**src/rtl/adder8_pkg.sv**
```systemverilog
// adder8_pkg -- shared constants and types for the adder8 block.
//   DATA_W : default operand/result width, used as adder8's WIDTH default
//   data_t : DATA_W-bit unsigned data word
package adder8_pkg;

    localparam int DATA_W = 8;

    typedef logic [DATA_W-1:0] data_t;

endpackage : adder8_pkg

```
**src/rtl/adder8_full_adder.sv**
```systemverilog
// full_adder -- single-bit full adder cell, one link of the ripple chain.
//   a, b : operand bits
//   cin  : carry from the next-lower bit
//   s    : sum bit
//   cout : carry to the next-higher bit
module full_adder (
    input  logic a,
    input  logic b,
    input  logic cin,
    output logic s,
    output logic cout
);

    logic p;

    // Propagate term is shared between the sum and the carry.
    assign p    = a ^ b;
    assign s    = p ^ cin;
    assign cout = (a & b) | (cin & p);

endmodule : full_adder

```
**src/rtl/adder8.sv**
```systemverilog
// adder8 -- registered unsigned adder with carry-out and signed overflow.
//   clk   : clock, all state changes on the rising edge
//   rst_n : synchronous active-low reset, clears out/carry/ovf
//   in0   : first operand, WIDTH bits
//   in1   : second operand, WIDTH bits
//   out   : registered (in0 + in1) mod 2^WIDTH
//   carry : registered carry-out of that addition
//   ovf   : registered two's-complement overflow of that addition
// The sum is a combinational ripple chain of full_adder cells; only the
// three outputs are registered, giving exactly one edge of latency.
module adder8
    import adder8_pkg::*;
#(
    parameter int WIDTH = DATA_W
) (
    input  logic             clk,
    input  logic             rst_n,
    input  logic [WIDTH-1:0] in0,
    input  logic [WIDTH-1:0] in1,
    output logic [WIDTH-1:0] out,
    output logic             carry,
    output logic             ovf
);

    logic [WIDTH:0]   c;
    logic [WIDTH-1:0] s;
    logic             ovf_d;

    assign c[0] = 1'b0;

    for (genvar i = 0; i < WIDTH; i++) begin : g_fa
        full_adder u_fa (
            .a   (in0[i]),
            .b   (in1[i]),
            .cin (c[i]),
            .s   (s[i]),
            .cout(c[i+1])
        );
    end

    // Overflow: operands share a sign and the result sign disagrees.
    assign ovf_d = (in0[WIDTH-1] == in1[WIDTH-1]) && (s[WIDTH-1] != in0[WIDTH-1]);

    always_ff @(posedge clk) begin
        if (!rst_n) begin
            out   <= '0;
            carry <= 1'b0;
            ovf   <= 1'b0;
        end else begin
            out   <= s;
            carry <= c[WIDTH];
            ovf   <= ovf_d;
        end
    end

endmodule : adder8

```
**config.mk**
```make
export PLATFORM = sky130hd
export DESIGN_NAME = adder8
export DESIGN_NICKNAME = d
export VERILOG_FILES = /design/src/rtl/adder8_pkg.sv /design/src/rtl/adder8_full_adder.sv /design/src/rtl/adder8.sv
export SDC_FILE = /design/constraint.sdc
export NUM_CORES = 1
export LEC_CHECK = 0
export CORE_AREA = 2 2 39 41
export DETAILED_ROUTE_END_ITERATION = 8
export DIE_AREA = 0 0 41 43
export DONT_BUFFER_PORTS = 1
export PLACE_DENSITY = 0.59
export SYNTH_ARGS = -nofsm -noshare
export SYNTH_HDL_FRONTEND = slang
export SYNTH_SLANG_ARGS = --single-unit
```
**constraint.sdc**
```tcl
create_clock -name clk -period 5.8 [get_ports clk]
set_input_delay 1.74 -clock clk [delete_from_list [all_inputs] [get_ports clk]]
set_output_delay 1.74 -clock clk [all_outputs]
set_load 0.005 [all_outputs]
```
==> summary.txt <==
Route
  • Vias per Instance: 4.34
  • Final ANT Viol Nets: 0
  • Post-detailed-route DRC marker count: 0
  • Detail-routed net length per standard cell: between 10 and 15 um
  • Initial drt markers: 0
  • Routed wire length: between 700 and 800 um
  • Detailed-router iteration count before antenna repair: 1
  • Total number of vias: 243

Floorplan
  • Site row count: 14
  • Starting utilization of the core area: 0.339
  • Die ar.: 1760 sq um
  • Placeable Area: 1380 sq um
  • I/O pin cnt: 28
  • Width of the chip: 41 um
  • Chip Height: 43 um

Clocking
  • CTS tree: built
  • Clock buffer depth: 2
  • Clk root buf: sky130_fd_sc_hd__clkbuf_4
  • Number of buffers created by CTS: 3
  • # resized after CTS: 0
  • Clock net sink count: 10
  • Post-CTS setup-driven buffer insertion count: 0
  • Clock H-tree levels: 1
  • Reg clk slew, reported paths: 60 ps
  • Number of buffers inserted for hold repair after clock tree synthesis: 0

Placed design
  • Post-placement setup slack: about 770 ps
  • Buffers on Ports: 0
  • Final estimated routing congestion in global placement: 0.603
  • Detailed-placement wirelength estimate: 619 um
  • Total instance count after detailed placement: 53

Global routing
  • Most utilized layer in the global route result: met2
  • Total global routing track utilization: 0.104
  • GR met1 Demand/Resource: 0.0894
  • Initial antenna violation count: 0
  • Routing usage on met3: 0.0995
  • Number of global-route vias before repair: 267
  • First-pass GRT wire length: 1100 um
  • Met2 track demand over resource in global routing: 0.141
  • Grt ovf: 0
  • Pin count of the biggest net entering global routing: 11

Synth
  • Number of synthesis warnings: 0
  • Mean area per synthesized cell: 12.7 sq um
  • Cell area after technology mapping: 469 sq um
  • Net count after synthesis: 64
  • Number of different library cells in the post-synthesis netlist: 8
  • Sequential cell area fraction in the yosys report: 0.427
  • Synthesized netlist cell count: 37
  • Register bit count reported by yosys: 10

Timing
  • Highest Clock Rate: about 210 MHz
  • Unrepaired setup endpoints after global routing: false
  • Setup tns final: 0 ps
  • Endpoints failing hold: 0
  • Final setup violating endpoints: 0
  • Slew at the pin with the worst max-slew slack: slightly below 200 ps
  • Slew Limit Fails: 0
  • Tcrit/Tclk final: 0.817
  • Max-Slew Margin vs Limit: 0.870
  • Post-layout minimum cycle time: 4740 ps
  • Fin worst setup slack: 1060 ps

Layout
  • Antenna Diode Count: 0
  • Footprint of the flip-flops and latches: 200 sq um
  • Post-Layout Cell Count: 56
  • Layout cells sized above 1: 0.100
  • Final #Nets: 69
  • Fill cells: 147
  • Core occupancy in the finished layout: 0.370
  • Footprint of the multi-input gates: 243 sq um
  • Layout-stage area growth over the synthesis result: 9.07%

Power and ir drop
  • Cell leakage power: 0.232 nW
  • Cell internal power dissipation: 0.000111 W
  • Clock share of power: 0.308
  • Design Power: between 0.0001 and 0.00015 W
  • Power density cells: about 280 nW/um^2
  • Combinational Power Share: 0.134
  • Net switching power: 0.0000333 W
  • Portion of total power attributed to sequential cells: 0.559
  • Sw Share: 0.231
  • Max IR drop VDD: approximately 110 uV

Worst setup path
  • Kind of start point of the critical path: primary input
  • Critical path type: primary input to flip-flop
  • Worst-path fanout max: 2
  • Endpoint type of the worst setup path: flip-flop
  • Data required time at the worst endpoint: 5990 ps
  • Arrival time of the worst setup path: 4930 ps

Flow run
  • Max_cap viols: 0

Hold path
  • Worst hold-check path type: primary input to flip-flop

Run status
  • Result of the run: finished, final reports clean
final timing paths:
path / from / end / depth (start not counted)
setup / recovery: in0[0] / ovf / 13
hold / removal: rst_n / out[0] / 1
cell type report:
class | count | share of cell area
clock buffer | 3 | 0.0440
sequential | 10 | 0.391
inverter | 7 | 0.0513
multi-input combinational | 20 | 0.474
tap | 16 | 0.0391
synthesized netlist by cell type:
master / instances / area share
sky130_fd_sc_hd__and2_1: 6 / 0.080
sky130_fd_sc_hd__xor2_1: 1 / 0.019
sky130_fd_sc_hd__nor3b_2: 1 / 0.027
sky130_fd_sc_hd__ha_1: 2 / 0.053
sky130_fd_sc_hd__inv_1: 7 / 0.056
sky130_fd_sc_hd__nor2b_1: 3 / 0.040
sky130_fd_sc_hd__dfxtp_1: 10 / 0.43
sky130_fd_sc_hd__fa_1: 7 / 0.30
kinds of logic (layout without fill, tap and decap cells):
| group | after synthesis | in the layout | share of synthesized area |
|---|---|---|---|
| xor+xnor | 1 | 1 | 0.0187 |
| flops | 10 | 10 | 0.427 |
| fa+ha+maj | 9 | 9 | 0.352 |
| buf+inv | 7 | 10 | 0.0560 |
| simple gates | 10 | 10 | 0.147 |
critical path, cell delays in order:
cell and delay (ps):
sky130_fd_sc_hd__ha_1 180, sky130_fd_sc_hd__fa_1 390, sky130_fd_sc_hd__fa_1 400, sky130_fd_sc_hd__fa_1 400, sky130_fd_sc_hd__fa_1 360, sky130_fd_sc_hd__inv_1 70
sky130_fd_sc_hd__fa_1 150, sky130_fd_sc_hd__inv_1 50, sky130_fd_sc_hd__fa_1 350, sky130_fd_sc_hd__inv_1 70, sky130_fd_sc_hd__fa_1 450, sky130_fd_sc_hd__xor2_1 180
sky130_fd_sc_hd__nor3b_2 140
sequential cells by signal, indices dropped and copies added, names as in the netlist:
name,count
out,8
carry,1
ovf,1
layout by cell type (no fill, tap or decap), drive strengths merged:
| cell | n |
|---|---|
| fa | 7 |
| dfxtp | 10 |
| ha | 2 |
| clkbuf | 3 |
| nor3b | 1 |
| inv | 7 |
| and2 | 6 |
| xor2 | 1 |
| nor2b | 3 |
metal layers:
metal  up-vias  wire [um]  part of all wire
met5         -          0                 0
met4         0         11             0.015
met3         2        114              0.16
met2        19        372              0.51
met1       110        232              0.32
li1        112          -                 -
through the flow:
step	hold WS [ps]	cell area [sq um]
floorplan	1860	469
global placement	1860	489
detailed placement	1870	489
CTS	1590	512
global route	1590	512
finish	1610	512
power groups by stage:
stage | logic [W] | clock network (W) | registers [W]
global placement | 0.0000181 | 0 | 0.0000823
floorplan | 0.0000156 | 0 | 0.0000813
global route | 0.0000232 | 0.0000508 | 0.0000818
finish | 0.0000193 | 0.0000443 | 0.0000805
CTS | 0.0000202 | 0.0000472 | 0.0000808
detailed placement | 0.0000202 | 0 | 0.0000823
(Power assumes the default switching activity.)
==> RTL change, RTL diff (same settings) <==
Change the package constant `DATA_W` from 8 to 6.
--- a/src/rtl/adder8_pkg.sv
+++ b/src/rtl/adder8_pkg.sv
@@ -3,7 +3,7 @@
 //   data_t : DATA_W-bit unsigned data word
 package adder8_pkg;
 
-    localparam int DATA_W = 8;
+    localparam int DATA_W = 6;
 
     typedef logic [DATA_W-1:0] data_t;
 
Ports: changed (resized in0, in1 and out); port bits go from 28 to 22. No check against the original RTL was run, so the function may have changed too.
==> RTL change against the original RTL <==
Design area shrank 18%; total power fell by 18%; setup slack improved by 770 ps; sequential cell count decreased by 2; fmax rose by 20%; wire length is 37% lower; synthesized area shrank 19%; sequential share of layout area fell by 1.1 points; largest cell class unchanged.
==> RTL change: results <==
status:
  outcome: "finished clean"
layout:
  num-nets-final: 57
  n_fill_cell: 148
  top_regs: "out (6), carry (1), ovf (1)"
  n_antenna_cell: 0
  final_cell_count_no_fill: 50
  layout-drive-gt1-share: 0.147
yosys:
  synth_adder_area_share: 0.330
  async_reset_ff_frac: 0
  synth_xor_area_frac: 0.0231
  yosys_warnings: 0
  synthTopCellsByCount: "dfxtp_1, inv_1, fa_1"
  ys_types: 9
  syn_nets: 52
  synth_cells: 31
  synthTopCellsByArea: "dfxtp_1, fa_1, inv_1, and2_1, ha_1"
  seq_area_frac_synth: 0.422
  synth_compound_area_frac: 0
  synthMuxAreaShare: 0
clock_network:
  htree_levels: 1
  cts_buffer_depth: 2
  cts_setup_buffers: 0
  cts_buffers: 3
  cts.repair.resized: 0
  path_clk_slew_ps: 50
route:
  post_drt_wl_per_cell_um: 9.16
  via_count: 197
  drt_first_pass_iters: 1
grt:
  grt_pass1_wl_um: 876
  grt.total_usage: 0.0734
  grt_max_degree: 9
  grt_pass1_vias: 240
  antenna_found_initial: 0
placed_design:
  place_congestion: 0.574
  dpl_cell_area_um2: 399
  io_buffers: 0
  placedCellCount: 47
  post-place-ws_ps: 1560
power:
  p_per_area_nw_per_um2: 279
  ir_worst_vdd_mv: 0.0463
  leakage_nw: 0.198
worst_setup_path:
  critPathMaxStageDelay_ps: 440
  path_max_fanout: 2
  crit_arrival_ps: 4140
timing:
  worst_pin_slew_ps: 153
## RTL change: changes by cell type after synthesis, sizes merged
cell and delta:
and2 -2, nor2b -1, and2b +1, fa -2
dfxtp -2
## RTL change: critical path, delay by kind of cell
family / cells / cell delay (ps)
xor+xnor: 1 / 180
buf+inv: 3 / 200
simple gates: 1 / 140
fa+ha+maj: 6 / 1870
## RTL change: cells by family (layout without fill, tap and decap cells)
logic type | count (synthesis) | after routing
and+or+nand+nor | 8 | 8
DFF | 8 | 8
adders and majority gates | 7 | 7
xor gates and xnor gates | 1 | 1
buffers and inverters | 7 | 10
## RTL change: power breakdown
group / total (W) / internal, W / switching (W)
logic: 0.0000157 / 0.00000860 / 0.00000711
registers: 0.0000639 / 0.0000614 / 0.00000251
clock network: 0.0000381 / 0.0000234 / 0.0000147
total: 0.000118 / 0.0000934 / 0.0000243
## RTL change: worst paths after layout
kind	from	end	slack (ps)	depth (start not counted)
setup / recovery	in0[0]	ovf$_SDFF_PN0_	1830	11
hold / removal	rst_n	out[4]$_SDFF_PN0_	1620	1
## RTL change: final cells by class
| class | instances | area (um2) | share of cell area |
|---|---|---|---|
| Tap cell | 16 | 20.0 | 0.0475 |
| Clock buffer | 3 | 22.5 | 0.0534 |
| Inverter | 7 | 26.3 | 0.0623 |
| Multi-Input combinational cell | 16 | 193 | 0.457 |
| Sequential cell | 8 | 160 | 0.380 |
## RTL change: routing by layer
layer | share of wire | GRT usage | up-vias | routed length [um]
met3 | 0.070 | 0 | 0 | 32
li1 | - | - | 94 | -
met5 | 0 | 0 | - | 0
met4 | 0 | 0.0800 | 0 | 0
met1 | 0.35 | 0.0710 | 92 | 161
met2 | 0.58 | 0.122 | 11 | 264
